File: config.mk
export PLATFORM = sky130hd
export DESIGN_NAME = fv_core_if_mode_ctrl_flat
export DESIGN_NICKNAME = d
export VERILOG_FILES = /design/src/rtl/fv_core_if_mode_ctrl_if.sv /design/src/rtl/fv_core_if_mode_ctrl.sv /design/src/flat_wrapper.sv
export SDC_FILE = /design/constraint.sdc
export NUM_CORES = 1
export LEC_CHECK = 0
export CORE_MARGIN = 4
export CORE_UTILIZATION = 49
export CTS_BUF_LIST = sky130_fd_sc_hd__clkbuf_8
export DETAILED_ROUTE_END_ITERATION = 8
export GPL_TIMING_DRIVEN = 0
export MAX_ROUTING_LAYER = met4
export PLACE_DENSITY = 0.88
export SLEW_MARGIN = 20
export SYNTH_ARGS = -nofsm -noshare
export SYNTH_HDL_FRONTEND = slang
export SYNTH_SLANG_ARGS = --single-unit
export TNS_END_PERCENT = 50
File: constraint.sdc
create_clock -name clk -period 2.5 [get_ports clk]
set_clock_uncertainty 0.1 [all_clocks]
set_input_delay 0.25 -clock clk [delete_from_list [all_inputs] [get_ports clk]]
set_output_delay 0.25 -clock clk [all_outputs]
set_load 0.01 [all_outputs]
File: src/rtl/fv_core_if_mode_ctrl_if.sv
// Purpose : bundles the IF-stage control inputs and mode/status outputs of the
//           duplicate-instruction mode controller into one port.
// Ports   : master drives the control strobes and observes the status; slave
//           (the controller) is the reverse. occupancy width follows QDEPTH.
interface fv_core_if_mode_ctrl_if #(
  parameter int QDEPTH = 16
);
  localparam int OW = $clog2(QDEPTH + 1);

  // control strobes into the controller
  logic          enable;
  logic          dup_enable_req;
  logic          queue_push;
  logic          queue_pop;
  logic          fv_if_attempt_dup;
  logic          goto_passthru_mode;
  logic          passthru_done;

  // mode and status out of the controller
  logic          dup_enable;
  logic          in_dup_mode;
  logic          in_passthru_mode;
  logic          is_empty;
  logic          is_full;
  logic [OW-1:0] occupancy;
  logic [3:0]    err_cause;
  logic          mode_err;

  modport master (
    output enable, dup_enable_req, queue_push, queue_pop,
           fv_if_attempt_dup, goto_passthru_mode, passthru_done,
    input  dup_enable, in_dup_mode, in_passthru_mode, is_empty, is_full,
           occupancy, err_cause, mode_err
  );

  modport slave (
    input  enable, dup_enable_req, queue_push, queue_pop,
           fv_if_attempt_dup, goto_passthru_mode, passthru_done,
    output dup_enable, in_dup_mode, in_passthru_mode, is_empty, is_full,
           occupancy, err_cause, mode_err
  );
endinterface

File: src/rtl/fv_core_if_mode_ctrl.sv
// Purpose : IF-stage mode controller for instruction duplication: tracks the
//           original/duplicate/passthru phases and duplicate-queue occupancy.
// Latency : all mode/status outputs are registered, updating one edge after
//           the causing event; mode_err is a combinational OR of err_cause.
// Backpres: none applied; enable=0 freezes the FSM and occupancy (PASSTHRU
//           still watches passthru_done and its timeout). Illegal strobes are
//           flagged in sticky err_cause instead of being stalled.
// Ports   : clk, rst_n (async active-low); bus = slave side of
//           fv_core_if_mode_ctrl_if carrying strobes in and status out.
module fv_core_if_mode_ctrl #(
  parameter int QDEPTH     = 16,
  parameter int PT_TIMEOUT = 64
) (
  input  logic                  clk,
  input  logic                  rst_n,
  fv_core_if_mode_ctrl_if.slave bus
);

  localparam int OW = $clog2(QDEPTH + 1);
  localparam int PW = $clog2(PT_TIMEOUT + 1);

  typedef enum logic [1:0] {
    S_IDLE     = 2'd0,
    S_ORIG     = 2'd1,
    S_DUP      = 2'd2,
    S_PASSTHRU = 2'd3
  } state_t;

  state_t        state_q, state_d;
  logic [OW-1:0] occ_q, occ_d;
  logic          dup_en_q, dup_en_d;
  logic [3:0]    err_q, err_d;
  logic [PW-1:0] pt_cnt_q, pt_cnt_d;

  logic empty, full, any_op, legal_pop;

  assign empty     = (occ_q == '0);
  assign full      = (occ_q == OW'(QDEPTH));
  assign any_op    = bus.queue_push | bus.queue_pop;
  assign legal_pop = bus.enable && (state_q == S_DUP) && bus.queue_pop &&
                     !bus.queue_push && !empty;

  always_ff @(posedge clk or negedge rst_n) begin
    if (!rst_n) begin
      state_q  <= S_IDLE;
      occ_q    <= '0;
      dup_en_q <= 1'b0;
      err_q    <= '0;
      pt_cnt_q <= '0;
    end else begin
      state_q  <= state_d;
      occ_q    <= occ_d;
      dup_en_q <= dup_en_d;
      err_q    <= err_d;
      pt_cnt_q <= pt_cnt_d;
    end
  end

  always_comb begin
    state_d  = state_q;
    occ_d    = occ_q;
    dup_en_d = dup_en_q;
    err_d    = err_q;
    pt_cnt_d = pt_cnt_q;

    // Queue bookkeeping. Only a lone push in ORIG or a lone pop in DUP is a
    // legal operation; anything else is flagged and leaves occupancy alone.
    if (bus.enable && any_op) begin
      if (bus.queue_push && bus.queue_pop) begin
        err_d[2] = 1'b1;
      end else if (state_q == S_ORIG && bus.queue_push) begin
        if (full) err_d[0] = 1'b1;
        else      occ_d = occ_q + OW'(1);
      end else if (state_q == S_DUP && bus.queue_pop) begin
        if (empty) err_d[1] = 1'b1;
        else       occ_d = occ_q - OW'(1);
      end else begin
        err_d[2] = 1'b1;
      end
    end

    case (state_q)
      S_IDLE: begin
        if (bus.enable && bus.dup_enable_req) begin
          state_d  = S_ORIG;
          dup_en_d = 1'b1;
        end
      end
      S_ORIG: begin
        // A flush/taken-CF send outranks starting duplicates or shutting down.
        if (bus.enable) begin
          if (any_op && bus.goto_passthru_mode) begin
            state_d  = S_PASSTHRU;
            pt_cnt_d = '0;
          end else if (bus.fv_if_attempt_dup && !empty) begin
            state_d = S_DUP;
          end else if (!bus.dup_enable_req && empty && !bus.queue_push) begin
            state_d  = S_IDLE;
            dup_en_d = 1'b0;
          end
        end
      end
      S_DUP: begin
        if (bus.enable) begin
          if (any_op && bus.goto_passthru_mode) begin
            state_d  = S_PASSTHRU;
            pt_cnt_d = '0;
          end else if (legal_pop && occ_q == OW'(1)) begin
            state_d = S_ORIG;
          end
        end
      end
      S_PASSTHRU: begin
        // Runs regardless of enable so a stalled IF stage cannot hide a
        // downstream resolution that never arrives.
        if (bus.passthru_done) begin
          state_d = empty ? S_ORIG : S_DUP;
        end else begin
          if (pt_cnt_q != PW'(PT_TIMEOUT)) pt_cnt_d = pt_cnt_q + PW'(1);
          if (pt_cnt_d == PW'(PT_TIMEOUT)) err_d[3] = 1'b1;
        end
      end
      default: state_d = S_IDLE;
    endcase
  end

  assign bus.dup_enable       = dup_en_q;
  assign bus.in_dup_mode      = (state_q == S_DUP);
  assign bus.in_passthru_mode = (state_q == S_PASSTHRU);
  assign bus.is_empty         = empty;
  assign bus.is_full          = full;
  assign bus.occupancy        = occ_q;
  assign bus.err_cause        = err_q;
  assign bus.mode_err         = |err_q;

endmodule

File: src/flat_wrapper.sv
// flat-port wrapper written by rule: the top's interface ports become plain ports
module fv_core_if_mode_ctrl_flat 
#(
  parameter int QDEPTH     = 16,
  parameter int PT_TIMEOUT = 64
)
  (clk, rst_n, bus_enable, bus_dup_enable_req, bus_queue_push, bus_queue_pop, bus_fv_if_attempt_dup, bus_goto_passthru_mode, bus_passthru_done, bus_dup_enable, bus_in_dup_mode, bus_in_passthru_mode, bus_is_empty, bus_is_full, bus_occupancy, bus_err_cause, bus_mode_err);
  fv_core_if_mode_ctrl_if #(.QDEPTH(QDEPTH)) bus_i ();
  input  logic clk;
  input  logic rst_n;
  input wire logic [$bits(bus_i.enable)-1:0] bus_enable;
  input wire logic [$bits(bus_i.dup_enable_req)-1:0] bus_dup_enable_req;
  input wire logic [$bits(bus_i.queue_push)-1:0] bus_queue_push;
  input wire logic [$bits(bus_i.queue_pop)-1:0] bus_queue_pop;
  input wire logic [$bits(bus_i.fv_if_attempt_dup)-1:0] bus_fv_if_attempt_dup;
  input wire logic [$bits(bus_i.goto_passthru_mode)-1:0] bus_goto_passthru_mode;
  input wire logic [$bits(bus_i.passthru_done)-1:0] bus_passthru_done;
  output wire logic [$bits(bus_i.dup_enable)-1:0] bus_dup_enable;
  output wire logic [$bits(bus_i.in_dup_mode)-1:0] bus_in_dup_mode;
  output wire logic [$bits(bus_i.in_passthru_mode)-1:0] bus_in_passthru_mode;
  output wire logic [$bits(bus_i.is_empty)-1:0] bus_is_empty;
  output wire logic [$bits(bus_i.is_full)-1:0] bus_is_full;
  output wire logic [$bits(bus_i.occupancy)-1:0] bus_occupancy;
  output wire logic [$bits(bus_i.err_cause)-1:0] bus_err_cause;
  output wire logic [$bits(bus_i.mode_err)-1:0] bus_mode_err;
  assign bus_i.enable = bus_enable;
  assign bus_i.dup_enable_req = bus_dup_enable_req;
  assign bus_i.queue_push = bus_queue_push;
  assign bus_i.queue_pop = bus_queue_pop;
  assign bus_i.fv_if_attempt_dup = bus_fv_if_attempt_dup;
  assign bus_i.goto_passthru_mode = bus_goto_passthru_mode;
  assign bus_i.passthru_done = bus_passthru_done;
  assign bus_dup_enable = bus_i.dup_enable;
  assign bus_in_dup_mode = bus_i.in_dup_mode;
  assign bus_in_passthru_mode = bus_i.in_passthru_mode;
  assign bus_is_empty = bus_i.is_empty;
  assign bus_is_full = bus_i.is_full;
  assign bus_occupancy = bus_i.occupancy;
  assign bus_err_cause = bus_i.err_cause;
  assign bus_mode_err = bus_i.mode_err;
  fv_core_if_mode_ctrl #(.QDEPTH(QDEPTH), .PT_TIMEOUT(PT_TIMEOUT)) u_core (.clk(clk), .rst_n(rst_n), .bus(bus_i));
endmodule
==> results.toml, run 1 <==
[clock_network]
clk_latency_ns = 0.26
cts_tree = "built"
clock_path_buffers = 2
root_buffer = "clkbuf_8"
htreeDepth = 1
numCtsBuffers = 3
clk_transition_reported_paths_ns = 0.08
hold_buffers = 0
cts_sinks = 19

[global_routing]
grt_util_met3 = 0.02592
grt_max_degree = 20
antenna_found_initial = 0
overflow = 0
grt_pass1_vias = 1152
grt.busiest_layer = "met2"
gr-usage-met1 = 0.2684
grtUsageTotal = 0.2050
use_met2 = 0.3256
grt_pass1_wl_mm = 5.451

[layout]
multi_input_area_um2 = 798.3
num_antenna_cells = 0
nets = 194
regArea_um2 = 478.0
drive_above_1_share = 0.1207
final_cell_area_um2 = 1684
areaGrowthSynthToFinish_pct = 28.19
final_cell_mix = "21 x clkdlybuf4s50_1, 17 x dfrtp_1, 12 x nand2_1"
final_common_cell = "clkdlybuf4s50_1"
num-fill-cells = 218
final_cells = 204

[synth]
yosysSeqAreaShare = 0.3619
synth_cells = 143
synth_area_per_cell_um2 = 9.187
synth_nets = 162
ys_types = 47
synthArstFlopShare = 1.000
ys_ff_latch = 19
synth_flop_cell = "dfrtp_1"
ys_warn_count = 0
netlist_area_um2 = 1314
synth-edff-count = 0

[drt]
routedWlPerCell_um = 16.51
drt_iter0_markers = 50
routed_wl_mm = 3.369
route.antenna.remaining_nets = 0
dr_total_vias = 1220
drc = 0
viasPerCell = 5.980
dr.pass1.iters = 4

[setup_path]
path_class = "reg2reg"
end_kind = "register"
crit_family = "compound AO/OA/AOI/OAI gates"
path_buf_inv = 2
critPathLaunch = "u_core.bus.occupancy[0]"
path_cells = "inv_2 -> ha_2 -> or4b_4 -> buf_6 -> a211o_1 -> o2111ai_4 -> mux2_4"
cp_slowest_cell = "or4b_4"
rrSetupSlack_ns = 0.04
start_kind = "register"
crit_arrival_ns = 2.50
crit-reg2reg-launch = "u_core.bus.occupancy[0]"
cpPeakStageDelay_ns = 0.47
cp.required_ns = 2.54
crit_fanout = 7

[timing]
relSlewSlack = 0.4070
setup_viol = 0
layout_setup_ws_ns = 0.04218
worstMarginPinSlew_ns = 0.8868
layout_min_cycle_time_ns = 2.458
drv_slew = 0
min_period_over_period = 0.9831
max_freq_ghz = 0.4069
hold_violations = 0
tns_ns = 0

[min_path]
hp-class = "in2reg"
hold_start = "bus_enable"

[floorplan]
fp.coreArea_um2 = 2522
initial_core_util = 0.5208
die_w_um = 59.78
rows = 18
die_area_um2 = 3574
fp.dieH_um = 59.78
io_pins = 24

[placement]
place_hpwl_mm = 2.392
place_area_um2 = 1572
numPortBuffers = 22
place_ws_ns = -0.1163
dp.cells = 195
gp_congestion = 0.8589

[pwr]
leakage_uw = 0.0007116
irDropWorstVdd_uv = 787.8
p_per_area_nw_per_um2 = 973.0
power_uw = 1639

[run_status]
outcome = "complete, no violations"

[job]
maxCapViolCount = 0
==> synthesized netlist by cell type (2+ instances only) <==
master	n	area share
a2111oi_0	2	0.013
a21boi_0	2	0.011
a21oi_1	2	0.0076
a22o_1	4	0.027
a31oi_1	3	0.014
a41oi_1	2	0.013
and3_1	2	0.0095
clkbuf_1	3	0.0086
dfrtp_1	19	0.36
ha_1	10	0.095
inv_1	11	0.031
nand2_1	12	0.034
nand2b_1	3	0.014
nand3_1	9	0.034
nand4b_1	2	0.013
nor2_1	7	0.020
nor4_1	2	0.0095
o211ai_1	2	0.011
o21ai_0	8	0.030
o21bai_1	2	0.011
or2_2	2	0.0095
or4_1	2	0.011
xnor2_1	5	0.033
xor2_1	4	0.027
==> through the flow <==
step / util / hold slack, ns
2_1_floorplan: - / -0.1456
3_3_place_gp: 0.6230 / 0.3674
3_5_place_dp: 0.6230 / 0.3735
4_1_cts: 0.6473 / 0.2731
5_1_grt: 0.6677 / 0.3139
6_report: 0.6677 / 0.2830
==> routing by layer <==
layer,share of wire,routed length [um]
met4,0.0071,24
met5,0,0
met1,0.46,1544
met2,0.49,1667
met3,0.039,133
==> report_power, final <==
| part | total (uW) | internal (uW) | leakage, uW | switching (uW) |
|---|---|---|---|---|
| sequential | 507 | 392 | 0.000235 | 115 |
| combinational | 911 | 453 | 0.000451 | 458 |
| clock | 220 | 111 | 0.0000255 | 109 |
==> path summary, 6_finish.rpt <==
| check | endpoint | cells past startpoint |
|---|---|---|
| min in group asynchronous | u_core.pt_cnt_q[0] | 1 |
| hold / removal | u_core.bus.err_cause[2] | 2 |
| setup reg to reg | u_core.state_q[1] | 7 |
| max in group asynchronous | u_core.bus.occupancy[0] | 1 |
| hold reg to reg | u_core.bus.err_cause[3] | 2 |
| setup / recovery | u_core.state_q[1] | 7 |
==> state kept, by name (all words and copies together), names as in the netlist <==
register	flops
u_core.bus.dup_enable	1
u_core.bus.err_cause	4
u_core.bus.occupancy	5
u_core.pt_cnt_q	7
u_core.state_q	2
==> layout make-up <==
class                      instances  share of cell area
inverter                          11             0.02452
tap                               30             0.02229
sequential                        19              0.2838
buffer                             5             0.01560
clock buffer                       3             0.02452
clock inverter                     1            0.002972
multi-input combinational        108              0.4740
timing repair buffer              27              0.1523
==> what timing repair did <==
action | in CTS | in global routing
pin swaps | 2 | 2
endpoints found under the setup margin | 2 | 1
setup buffers | 0 | 5
resized for setup | 6 | 7
==> logic make-up after synthesis <==
kind of cell             synth area share
AO/OA/AOI/OAI                      0.2143
multiplexers                      0.01619
buffers and inverters             0.04666
XOR/XNOR                          0.06000
AND/OR/NAND/NOR                    0.2057
adder cells (fa/ha/maj)           0.09524
flip-flops                         0.3619
(Power assumes the default switching activity.)
==> inputs of run 2 (changes only) <==
--- a/config.mk
+++ b/config.mk
@@ -5,13 +5,14 @@
 export SDC_FILE = /design/constraint.sdc
 export NUM_CORES = 1
 export LEC_CHECK = 0
+export ABC_AREA = 1
 export CORE_MARGIN = 4
-export CORE_UTILIZATION = 49
+export CORE_UTILIZATION = 50
 export CTS_BUF_LIST = sky130_fd_sc_hd__clkbuf_8
 export DETAILED_ROUTE_END_ITERATION = 8
 export GPL_TIMING_DRIVEN = 0
 export MAX_ROUTING_LAYER = met4
-export PLACE_DENSITY = 0.88
+export PLACE_DENSITY = 0.89
 export SLEW_MARGIN = 20
 export SYNTH_ARGS = -nofsm -noshare
 export SYNTH_HDL_FRONTEND = slang
==> run 2 against run 1 <==
Hold slack got worse by 0.018 ns. Clock power about the same. Wire length down 8.9%. Total power fell by 1.4%. Synthesized cell count rose by 38%. Sequential share of layout area decreased by 1.4 points. Non-clock buffer count down 8. Utilization down 2.9 points. Via count is 8.0% higher. Register-to-register slack improved by 0.68 ns. Sequential cell count stayed put. Fmax up 3.8%.
==> results.toml, run 2 <==
[run_status]
outcome = "complete, no violations"

[timing]
drv_slew = 0
layout_min_cycle_time_ns = 2.367
hold_violations = 0
relSlewSlack = 0.4002
max_freq_ghz = 0.4225
rsz0062_at_grt = "no"
tns_ns = 0
worstMarginPinSlew_ns = 0.8970
timing.hold.ws_ns = 0.2651
setup_viol = 0
min_period_over_period = 0.9468
layout_setup_ws_ns = 0.1329

[synth]
synth_top_family_by_area = "simple AND/OR/NAND/NOR gates"
synthArstFlopShare = 1.000
netlist_area_um2 = 1450
ys_ff_latch = 19
yosysSeqAreaShare = 0.3279
synth_flop_cell = "dfrtp_1"
synth_cells = 197
synth_top_area_share = 0.3279
ys_top_cells_by_count = "56 x nand2_1, 26 x inv_1, 19 x dfrtp_1"
synth_area_per_cell_um2 = 7.361
synth_xor_area_frac = 0.06644
synth-compound-area-share = 0.1113
synth_simple_gate_area_frac = 0.3270
ys_types = 28
synth-edff-count = 0
synth_most_common_cell = "nand2_1"
synth_top_area_cell = "dfrtp_1"
synth.area.top_cells = "dfrtp_1 33%, nand2_1 14%, ha_1 8.6%"
synth_nets = 216
synthAdderAreaFrac = 0.08628
synthMuxAreaShare = 0
ys_warn_count = 0

[setup_path]
cpPeakStageDelay_ns = 0.55
cp.depth = 5
cp_slowest_cell = "clkdlybuf4s50_1"
cp.required_ns = 2.15
crit-reg2reg-launch = "u_core.state_q[1]"
crit_arrival_ns = 2.02
crit_path_end = "bus_is_empty"
critPathLaunch = "u_core.bus.occupancy[0]"
path_buf_inv = 3
start_kind = "register"
crit_family = "buffers and inverters"
crit_top_cell = "inv_1"
rrSetupSlack_ns = 0.72
r2r_cells = 10
path_class = "reg2out"
path_cells = "inv_1 -> ha_1 -> nand3_2 -> inv_1 -> clkdlybuf4s50_1"
end_kind = "primary output"
worst_r2r_endpoint = "u_core.bus.occupancy[4]"
crit_fanout = 5

[drt]
routed_wl_mm = 3.069
drc = 0
viasPerCell = 5.185
route.antenna.remaining_nets = 0
dr_total_vias = 1317
routedWlPerCell_um = 12.08
dr.pass1.iters = 4
drt_iter0_markers = 73

[floorplan]
initial_core_util = 0.5259
io_pins = 24
rows = 19
fp.coreArea_um2 = 2758
die_w_um = 61.86
die_area_um2 = 3826
fp.dieH_um = 61.86

[layout]
nets = 243
top_register = "u_core.pt_cnt_q"
final_common_cell = "nand2_1"
num_antenna_cells = 0
utilization = 0.6384
largest_reg_flops = 7
final_cell_mix = "56 x nand2_1, 26 x inv_1, 22 x clkdlybuf4s50_1"
areaGrowthSynthToFinish_pct = 21.40
drive_above_1_share = 0.09417

[pwr]
seqPwrFrac = 0.272
p_comb_frac = 0.592
internal-power_uw = 879.2
swShare = 0.4560
irDropWorstVdd_uv = 869.5
netSwitchingPower_uw = 737.1
clock_power_share = 0.136
leakage_uw = 0.0008597
p_per_area_nw_per_um2 = 918.1

[global_routing]
overflow = 0
antenna_found_initial = 0
grt_max_degree = 20
grt_pass1_vias = 1256
grtUsageTotal = 0.1859
grt_pass1_wl_mm = 5.257

[job]
maxCapViolCount = 0

[placement]
place_hpwl_mm = 2.342
place_ws_ns = 0.3531
numPortBuffers = 22
gp_congestion = 0.8621

[clock_network]
clk_transition_reported_paths_ns = 0.08
postCtsSetupBuffers = 0
cts_resized = 0
clock_path_buffers = 2
cts_tree = "built"
cts_sinks = 19
htreeDepth = 1
root_buffer = "clkbuf_8"
numCtsBuffers = 3
clk_latency_ns = 0.26
hold_buffers = 0

[min_path]
hp-class = "in2reg"
==> run 2: cells by family after synthesis <==
family	Yosys count
flops	19
simple gates	103
compound gates	25
buf+inv	29
fa+ha+maj	10
xor+xnor	11
==> run 2: metal layers <==
metal / wire length, um / global-route usage / up-vias
li1: - / - / 680
met1: 1462 / 0.2545 / 590
met2: 1414 / 0.2840 / 43
met3: 159 / 0.02893 / 4
met4: 34 / 0.05455 / 0
met5: 0 / - / -
==> run 2: final cells by class <==
type | instances | area (um2)
plain buffers | 2 | 16.27
clock buffers | 3 | 41.29
clock inverters | 1 | 5.005
fillers | 231 | 997.2
inverters | 27 | 101.3
multi-input cells | 149 | 862.1
flip-flops and latches | 19 | 475.5
well taps | 31 | 38.79
repair buffers | 22 | 220.2
==> run 2: worst min-delay path, cell delays in order <==
cell and delay (ns):
buf_2 0.17, nand4_1 0.12, nand2_1 0.05
==> run 2: worst min-delay path by stage <==
| stage | startpoint | end | cells past startpoint |
|---|---|---|---|
| 2_1_floorplan | rst_n | u_core.bus.dup_enable | 0 |
| 3_3_place_gp | u_core.bus.err_cause[0] | u_core.bus.err_cause[0] | 2 |
| 3_5_place_dp | u_core.bus.err_cause[0] | u_core.bus.err_cause[0] | 2 |
| 4_1_cts | bus_enable | u_core.bus.err_cause[0] | 3 |
| 5_1_grt | bus_enable | u_core.bus.err_cause[0] | 3 |
| 6_report | bus_enable | u_core.bus.err_cause[0] | 3 |
==> run 2: power by group through the flow <==
stage | clock network, uW | registers, uW | logic [uW]
finish | 220 | 440 | 956
global route | 237 | 451 | 1080
CTS | 224 | 441 | 943
detailed placement | 0 | 447 | 938
global placement | 0 | 443 | 913
floorplan | 0 | 461 | 646
==> run 2: through the flow <==
stage | cell area (um2) | cells | total power (uW)
2_1_floorplan | 1450 | 197 | 1107
3_3_place_gp | 1709 | 250 | 1356
3_5_place_dp | 1709 | 250 | 1385
4_1_cts | 1755 | 254 | 1607
5_1_grt | 1760 | 254 | 1768
6_report | 1760 | 254 | 1616
